===== config.mk =====
export PLATFORM = sky130hd
export DESIGN_NAME = led_frame_sequencer
export DESIGN_NICKNAME = d
export VERILOG_FILES = /design/src/rtl/led_seq_pkg.sv /design/src/rtl/led_drv_handshake.sv /design/src/rtl/led_frame_sequencer.sv
export SDC_FILE = /design/constraint.sdc
export NUM_CORES = 1
export LEC_CHECK = 0
export BUFFER_PORTS_ARGS = -buffer_cell sky130_fd_sc_hd__clkbuf_2
export CORE_MARGIN = 8
export CORE_UTILIZATION = 40
export CTS_BUF_LIST = sky130_fd_sc_hd__clkbuf_2
export CTS_CLUSTER_DIAMETER = 80
export DETAILED_ROUTE_END_ITERATION = 10
export PLACE_DENSITY = 0.67
export SLEW_MARGIN = 0
export SYNTH_ARGS = -nofsm -noshare
export SYNTH_HDL_FRONTEND = slang
export SYNTH_SLANG_ARGS = --single-unit

===== constraint.sdc =====
create_clock -name CLK -period 3 [get_ports CLK]
set_input_delay 0.3 -clock CLK [delete_from_list [all_inputs] [get_ports CLK]]
set_output_delay 0.3 -clock CLK [all_outputs]
set_load 0.01 [all_outputs]

===== src/rtl/led_seq_pkg.sv =====
// led_seq_pkg: shared definitions for the LED frame sequencer.
//   - NUM_COLS          : columns in the frame buffer
//   - *_DEF constants   : default pos/opcode bytes for the driver protocol
//   - seq_state_t       : frame sequencer states
//   - hs_state_t        : driver handshake states
//   - ctrl_byte()       : builds the display-control byte
package led_seq_pkg;

    localparam int         NUM_COLS      = 16;
    localparam logic [7:0] CTRL_POS_DEF  = 8'hFF;
    localparam logic [7:0] CTRL_BASE_DEF = 8'h88;
    localparam logic [7:0] ADDR_BASE_DEF = 8'hC0;

    typedef enum logic [2:0] {
        S_IDLE,
        S_CTRL,
        S_CTRL_WAIT,
        S_PAUSE,
        S_DATA,
        S_DATA_WAIT
    } seq_state_t;

    typedef enum logic [1:0] {
        H_IDLE,
        H_WAIT_HI,
        H_WAIT_LO
    } hs_state_t;

    function automatic logic [7:0] ctrl_byte(input logic [7:0] base,
                                             input logic       on,
                                             input logic [2:0] bright);
        return base | {4'b0000, on, bright};
    endfunction

endpackage


===== src/rtl/led_drv_handshake.sv =====
// led_drv_handshake: issues one transfer to the writepixels driver and
// tracks its busy-high-then-low acknowledgement.
//   CLK, RST      : clock, synchronous active-high reset
//   i_req         : requester wants to send (i_pos, i_value)
//   i_drv_busy    : driver busy
//   o_drv_valid   : registered single-cycle request pulse
//   o_drv_pos/val : registered bytes, held until the next pulse
//   o_fire        : request accepted this cycle (pulse appears next cycle)
//   o_ack         : driver finished this transfer (busy fell after rising)
import led_seq_pkg::*;

module led_drv_handshake (
    input  logic       CLK,
    input  logic       RST,
    input  logic       i_req,
    input  logic [7:0] i_pos,
    input  logic [7:0] i_value,
    input  logic       i_drv_busy,
    output logic       o_drv_valid,
    output logic [7:0] o_drv_pos,
    output logic [7:0] o_drv_value,
    output logic       o_fire,
    output logic       o_ack
);

    hs_state_t r_state;
    logic      w_fire;

    assign w_fire = i_req && (r_state == H_IDLE) && !i_drv_busy;
    assign o_fire = w_fire;
    assign o_ack  = (r_state == H_WAIT_LO) && !i_drv_busy;

    always_ff @(posedge CLK) begin
        if (RST) begin
            r_state     <= H_IDLE;
            o_drv_valid <= 1'b0;
            o_drv_pos   <= 8'h00;
            o_drv_value <= 8'h00;
        end else begin
            o_drv_valid <= 1'b0;
            case (r_state)
                H_IDLE: begin
                    if (w_fire) begin
                        o_drv_valid <= 1'b1;
                        o_drv_pos   <= i_pos;
                        o_drv_value <= i_value;
                        r_state     <= H_WAIT_HI;
                    end
                end
                H_WAIT_HI: if (i_drv_busy)  r_state <= H_WAIT_LO;
                H_WAIT_LO: if (!i_drv_busy) r_state <= H_IDLE;
                default:                    r_state <= H_IDLE;
            endcase
        end
    end

endmodule


===== src/rtl/led_frame_sequencer.sv =====
// led_frame_sequencer: owns the 16-column LED frame buffer and sends full
// frames to the writepixels driver: control command, settle pause, then
// 16 addressed column writes.
//   CLK, RST            : clock, synchronous active-high reset
//   i_wr_en/addr/data   : column buffer write (any state, no backpressure)
//   i_cfg_valid/bright/on : brightness/enable update, applied next frame
//   i_drv_busy          : driver busy
//   o_drv_valid/pos/value : driver transfer request
//   o_seq_busy          : sequencer not idle
//   o_frame_done        : pulse after the 16th column is acknowledged
// Optional macro LEDSEQ_PERIODIC_REFRESH_EN: resend the frame every
// CLK_HZ/REFRESH_HZ cycles even when nothing changed.
import led_seq_pkg::*;

module led_frame_sequencer #(
    parameter int         CLK_HZ       = 25_000_000,
    parameter int         REFRESH_HZ   = 10,
    parameter int         PAUSE_CYCLES = 25_000,
    parameter logic [7:0] CTRL_POS     = CTRL_POS_DEF,
    parameter logic [7:0] CTRL_BASE    = CTRL_BASE_DEF,
    parameter logic [7:0] ADDR_BASE    = ADDR_BASE_DEF
) (
    input  logic       CLK,
    input  logic       RST,
    input  logic       i_wr_en,
    input  logic [3:0] i_wr_addr,
    input  logic [7:0] i_wr_data,
    input  logic       i_cfg_valid,
    input  logic [2:0] i_cfg_bright,
    input  logic       i_cfg_on,
    input  logic       i_drv_busy,
    output logic       o_drv_valid,
    output logic [7:0] o_drv_pos,
    output logic [7:0] o_drv_value,
    output logic       o_seq_busy,
    output logic       o_frame_done
);

    localparam int PW = (PAUSE_CYCLES > 1) ? $clog2(PAUSE_CYCLES) : 1;

    seq_state_t r_state;
    logic [7:0] r_buf [NUM_COLS];
    logic [2:0] r_bright;
    logic       r_on;
    logic       r_dirty;
    logic [3:0] r_col;
    logic [PW-1:0] r_pause;

    logic       w_req, w_fire, w_ack, w_refresh, w_start, w_set_dirty;
    logic [7:0] w_pos, w_value;

`ifdef LEDSEQ_PERIODIC_REFRESH_EN
    localparam int RDIV = CLK_HZ / REFRESH_HZ;
    localparam int RW   = (RDIV > 1) ? $clog2(RDIV) : 1;

    logic [RW-1:0] r_ref_cnt;
    logic          r_ref_req;
    logic          w_tick;

    assign w_tick = (r_ref_cnt == RW'(RDIV - 1));

    // Ticks merge into one pending request; IDLE always consumes it.
    always_ff @(posedge CLK) begin
        if (RST) begin
            r_ref_cnt <= '0;
            r_ref_req <= 1'b0;
        end else begin
            r_ref_cnt <= w_tick ? '0 : r_ref_cnt + 1'b1;
            if (w_tick)                r_ref_req <= 1'b1;
            else if (r_state == S_IDLE) r_ref_req <= 1'b0;
        end
    end
    assign w_refresh = r_ref_req;
`else
    assign w_refresh = 1'b0;
`endif

    assign w_set_dirty = i_wr_en | i_cfg_valid;
    assign w_start     = (r_state == S_IDLE) && (r_dirty || w_refresh);
    assign w_req       = (r_state == S_CTRL) || (r_state == S_DATA);
    assign w_pos       = (r_state == S_CTRL) ? CTRL_POS : ADDR_BASE + {4'd0, r_col};
    assign w_value     = (r_state == S_CTRL) ? ctrl_byte(CTRL_BASE, r_on, r_bright)
                                             : r_buf[r_col];
    assign o_seq_busy  = (r_state != S_IDLE);

    led_drv_handshake u_hs (
        .CLK         (CLK),
        .RST         (RST),
        .i_req       (w_req),
        .i_pos       (w_pos),
        .i_value     (w_value),
        .i_drv_busy  (i_drv_busy),
        .o_drv_valid (o_drv_valid),
        .o_drv_pos   (o_drv_pos),
        .o_drv_value (o_drv_value),
        .o_fire      (w_fire),
        .o_ack       (w_ack)
    );

    always_ff @(posedge CLK) begin
        if (RST) begin
            r_state      <= S_IDLE;
            r_bright     <= 3'd1;
            r_on         <= 1'b1;
            r_dirty      <= 1'b1;   // forces a blank frame out of reset
            r_col        <= 4'd0;
            r_pause      <= '0;
            o_frame_done <= 1'b0;
            for (int i = 0; i < NUM_COLS; i++) r_buf[i] <= 8'h00;
        end else begin
            o_frame_done <= 1'b0;
            if (i_wr_en) r_buf[i_wr_addr] <= i_wr_data;
            if (i_cfg_valid) begin
                r_bright <= i_cfg_bright;
                r_on     <= i_cfg_on;
            end
            // A new request in the consuming cycle keeps dirty set.
            if (w_start)          r_dirty <= w_set_dirty;
            else if (w_set_dirty) r_dirty <= 1'b1;

            case (r_state)
                S_IDLE:      if (w_start) r_state <= S_CTRL;
                S_CTRL:      if (w_fire)  r_state <= S_CTRL_WAIT;
                S_CTRL_WAIT: begin
                    if (w_ack) begin
                        r_pause <= '0;
                        r_state <= S_PAUSE;
                    end
                end
                S_PAUSE: begin
                    if (r_pause == PW'(PAUSE_CYCLES - 1)) begin
                        r_col   <= 4'd0;
                        r_state <= S_DATA;
                    end else begin
                        r_pause <= r_pause + 1'b1;
                    end
                end
                S_DATA:      if (w_fire) r_state <= S_DATA_WAIT;
                S_DATA_WAIT: begin
                    if (w_ack) begin
                        if (r_col == 4'd15) begin
                            o_frame_done <= 1'b1;
                            r_state      <= S_IDLE;
                        end else begin
                            r_col   <= r_col + 1'b1;
                            r_state <= S_DATA;
                        end
                    end
                end
                default: r_state <= S_IDLE;
            endcase
        end
    end

endmodule


* Word level (Yosys, flattened, before mapping)
Memory sizes are Yosys's and may differ from the RTL's. A register that Yosys moved wholly into a read port is not among the register bits. Index checks and enable logic that the tools add are counted.
Storage, ports and cells: bits in registers 46, bits in writable memories 128, output and inout bits 19, logic and storage cells 93, memories 1
Operators by class: $add $sub $neg 3, equality and inequality tests 20, muxes and demuxes 35, bitwise operators 4, reduce and logical (&&, ||, !) cells 20
Memories:
- r_buf | depth 16, width 8, rd ports 1, clocked after memory_dff 1, wr ports 16, RTL line led_frame_sequencer.sv:42 | logic [7:0] r_buf [NUM_COLS];
Operators with widths (count):
- 15-bit two-way mux | 2
- 15-bit one-hot mux with 2 select lines | 1
- 4-bit two-way mux | 6
- 8-bit two-way mux | 3
- 3-bit two-way mux | 7
- 3-bit one-hot mux with 6 select lines | 1
- 15-bit by 1-bit adder with 15-bit output, second input constant | 1
- 15-bit == test, second input constant | 1
- 2-bit != test, second input constant | 6
- 1-bit two-way mux | 10
- 2-bit by 1-bit != test with 1-bit output, second input constant | 5
- 7-bit by 5-bit adder with 8-bit output, first input constant | 1
- 4-bit one-hot mux with 2 select lines | 1
- 8-bit OR reduction | 1
- 3-bit by 2-bit == test with 1-bit output, second input constant | 2
- 3-bit == test, second input constant | 2
- 2-bit two-way mux | 3
- 2-bit one-hot mux with 3 select lines | 1
- 3-bit AND reduction | 2
- 6-bit AND reduction | 1
- 2-bit nonzero test | 3
- 4-bit by 1-bit adder with 4-bit output, second input constant | 1
- 4-bit == test, second input constant | 1
- 1-bit logical AND | 4
- other kinds (14) | 16

* Logic depth before layout (Yosys ltp)
depth in word-level cells 6, gate-level depth with buffers 7, gate-level depth less buffers 6

* Hierarchy
A second synthesis with hierarchy kept.
Unflattened totals: cells, all modules 672, area total of the unflattened synthesis 8478.1 um^2
By module, submodules not included:
- led_frame_sequencer | times used 1, cells an instance 593, area each 7639.8 um^2, sequential area each 4464.3 um^2
- led_drv_handshake | times used 1, cells an instance 79, area each 838.3 um^2, sequential area each 380.4 um^2

* Worst setup path after synthesis
Ideal clock, no wire load.
path kind in2reg, start input port RST, end memory r_buf[0][0], enable pin, setup time 0.310 ns, arrival 1.583 ns, path slack 1.108 ns, stages on the path 5, path through clkbuf_1 -> nand2b_1 -> or3_1 -> nor3_1 -> or2_2
RTL lines:
- from (decl) | RTL line led_frame_sequencer.sv:24 | input logic RST,
- to (decl) | RTL line led_frame_sequencer.sv:42

==> impl_metrics.env <==
export IMPL_cts_max_path_buffers=2
export IMPL_slew_headroom_pct=51.6
export IMPL_area_delta_synth_final_pct=10.7
export IMPL_irDropWorstVdd_mv=0.229
export IMPL_fmax_mhz=433
export IMPL_numCtsBuffers=17
export IMPL_reg2regPathDepth=4
export IMPL_syn_nets=634
export IMPL_place_port_buffers=38
export IMPL_final_max_slew_viol_count=0
export IMPL_hold_ws_ns=0.0980
export IMPL_cts_root_buf="clkbuf_2"
export IMPL_die_x_um=157
export IMPL_die_area_um2=24600
export IMPL_rsz0062_at_grt="no"
export IMPL_place_gp_congestion=0.815
export IMPL_grt_pass1_vias=4917
export IMPL_clock_skew_ns=0.0296
export IMPL_wire_per_inst_um=18.1
export IMPL_drtAntennaViolNets=0
export IMPL_clk_latency_ns=0.71
export IMPL_p_leak_nw=3.07
export IMPL_syn_avg_cell_area_um2=13.0
export IMPL_grt_max_degree=52
export IMPL_grt_overflow=0
export IMPL_netlist_area_um2=7940
export IMPL_p_sw_mw=1.25
export IMPL_rows=51
export IMPL_clock_sinks=176
export IMPL_path_cells="buf_4, mux4_2, a2111oi_0, nor4_1"
export IMPL_crit_slowest_cell="a2111oi_0"
export IMPL_cap_violations=0
export IMPL_h_tree_depth=4
export IMPL_wirelength_um=17000
export IMPL_layout_common_cells="and2_1 (131), edfxtp_1 (128), clkbuf_2 (58), dfxtp_1 (47), nor2_1 (42)"
export IMPL_fin_total_pwr_mw=4.64
export IMPL_drtIter0Drc=322
export IMPL_synthArstFlopShare_pct=0
export IMPL_final_area_um2=8780
export IMPL_remaining_drc_errors=0
export IMPL_synth_edf_count=128
export IMPL_cp_slowest_stage_delay_ns=0.70
export IMPL_initial_core_util_pct=40.8
export IMPL_period_share_pct=77.0
export IMPL_cellPowerDensity_nw_per_um2=529
export IMPL_p_sw_share_pct=26.9
export IMPL_synthFlopType="edfxtp_1"
export IMPL_cts_tree="built"
export IMPL_syn_instance_count=611
export IMPL_final_core_util_pct=45.1
export IMPL_crit_type="reg -> reg"
export IMPL_cts_setup_buffers=0
export IMPL_post_route_cells_drive_above_1_share_pct=21.5
export IMPL_setup_violations=0
export IMPL_ys_seq_area_share_pct=60.5
export IMPL_grt_pass1_wl_um=26900
export IMPL_dr_pass1_iters=4
export IMPL_die_y_um=157
export IMPL_place_area_um2=8460
export IMPL_min_path_type="in -> reg"
export IMPL_fin_tns_setup_ns=0
export IMPL_clockPowerShare_pct=26.2
export IMPL_num_io_pins=40
export IMPL_dpl_hpwl_um=11800
export IMPL_crit_path_max_fanout=8
export IMPL_yosys_warnings=0
export IMPL_grt_total_usage_pct=14.4
export IMPL_antenna_cells=0
export IMPL_crit_required_ns=3.58
export IMPL_cp_end_kind="flop"
export IMPL_cts_repair_resized=0
export IMPL_fin_crit_ns=2.31
export IMPL_startpoint_type="flop"
export IMPL_synth_ff_latch_count=176
export IMPL_worst_pin_slew_ns=0.708
export IMPL_power_frac_seq_pct=61.9
export IMPL_status="finished, final reports clean"
export IMPL_hold_depth=2
export IMPL_vias=4870
export IMPL_synth_distinct_cells=55
export IMPL_antenna_found_initial=0
export IMPL_cts_clk_slew_worst_paths_ns=0.25
export IMPL_nets=684
export IMPL_layout_cells_most_common="and2_1"
export IMPL_hold_viol=0
export IMPL_internal_power_mw=3.39
export IMPL_p_comb_share_pct=11.9
export IMPL_cp_arrival_ns=2.89
export IMPL_via_per_inst=5.19
export IMPL_core_area_um2=19500
## worst max-delay path, delay by kind of cell (launching register included)
family	cells	cell delay, ns
buffers and inverters	1	0.28
AND/OR/NAND/NOR	1	0.10
flip-flops	1	0.56
AO/OA/AOI/OAI	1	0.70
multiplexers	1	0.56
## power by group through the flow
stage                     Combinational (mW)  Clock, mW  Sequential, mW
final                                  0.552       1.22            2.87
after global routing                   0.610       1.33            2.90
after CTS                              0.557       1.24            2.88
after detailed placement               0.544          0            2.93
after global placement                 0.529          0            2.92
after floorplan                        0.387          0            2.89
## logic make-up after synthesis
family,after synthesis,share of synthesized area (%)
AND/OR/NAND/NOR,279,20.5
flip-flops,176,60.5
AO/OA/AOI/OAI,66,5.47
buffers and inverters,37,1.99
multiplexers,35,9.46
XOR/XNOR,16,1.77
adder cells (fa/ha/maj),2,0.315
## worst paths after layout
path | start | endpoint | slack, ns
worst min-delay path | i_wr_data[1] | r_buf[13][1] | 0.1
worst max register to register | flop | u_hs.o_drv_value[7] | 0.69
worst max-delay path | flop | u_hs.o_drv_value[7] | 0.69
worst min register to register | u_hs.o_drv_pos[2] | u_hs.o_drv_pos[2] | 0.50
## final cells by class
cell class | count | area, um^2
Fill cell | 1762 | 10700
Sequential cell | 176 | 4810
Multi-Input combinational cell | 398 | 2980
Timing Repair Buffer | 64 | 420
Tap cell | 265 | 332
Clock inverter | 12 | 135
Clock buffer | 20 | 100
Inverter | 4 | 15.0
## registers in the layout, summed over array words and instances (netlist names), named ones only
signal            count
u_hs.r_state          2
r_buf               128
r_dirty               1
u_hs.o_drv_value      8
r_bright              3
o_frame_done          1
r_col                 4
u_hs.o_drv_valid      1
r_state               3
r_pause              15
u_hs.o_drv_pos        6
## cell usage after synthesis (4+ instances only)
library cell  number  area, um^2
a21oi_1           27         135
a22oi_1           12        90.1
a31oi_1            4        25.0
and2_1           131         820
and3_1             4        25.0
buf_2              6        30.0
clkbuf_1          21        78.8
dfxtp_1           48         961
edfxtp_1         128        3840
mux4_2            32         721
nand2_1           21        78.8
nand2b_1           5        31.3
nand3_1           12        60.1
nand3b_1           5        37.5
nand4_1            4        25.0
nor2_1            42         158
nor2b_1            9        56.3
nor3_1             8        40.0
o21ai_0            4        20.0
or2_2             17         106
xor2_1            13         114
## metal layers
metal / up-vias / GRT usage (%) / share of wire [%]
met5: - / 0 / 0
met4: 0 / 3.66 / 1.1
met2: 116 / 22.1 / 45
met1: 2415 / 20.0 / 48
li1: 2326 / - / -
met3: 13 / 3.45 / 5.7
## stage by stage
stage | setup slack (ns) | std cells
after floorplan | 1.11 | 611
after global placement | 0.747 | 898
after detailed placement | 0.748 | 898
after CTS | 0.714 | 939
after global routing | 0.556 | 939
final | 0.690 | 939
## timing repair
item | in CTS | in global routing
setup endpoints to repair | 0 | 0
endpoints found under the hold margin | 8 | 0
hold buffers | 9 | 0
(Power assumes the default switching activity.)
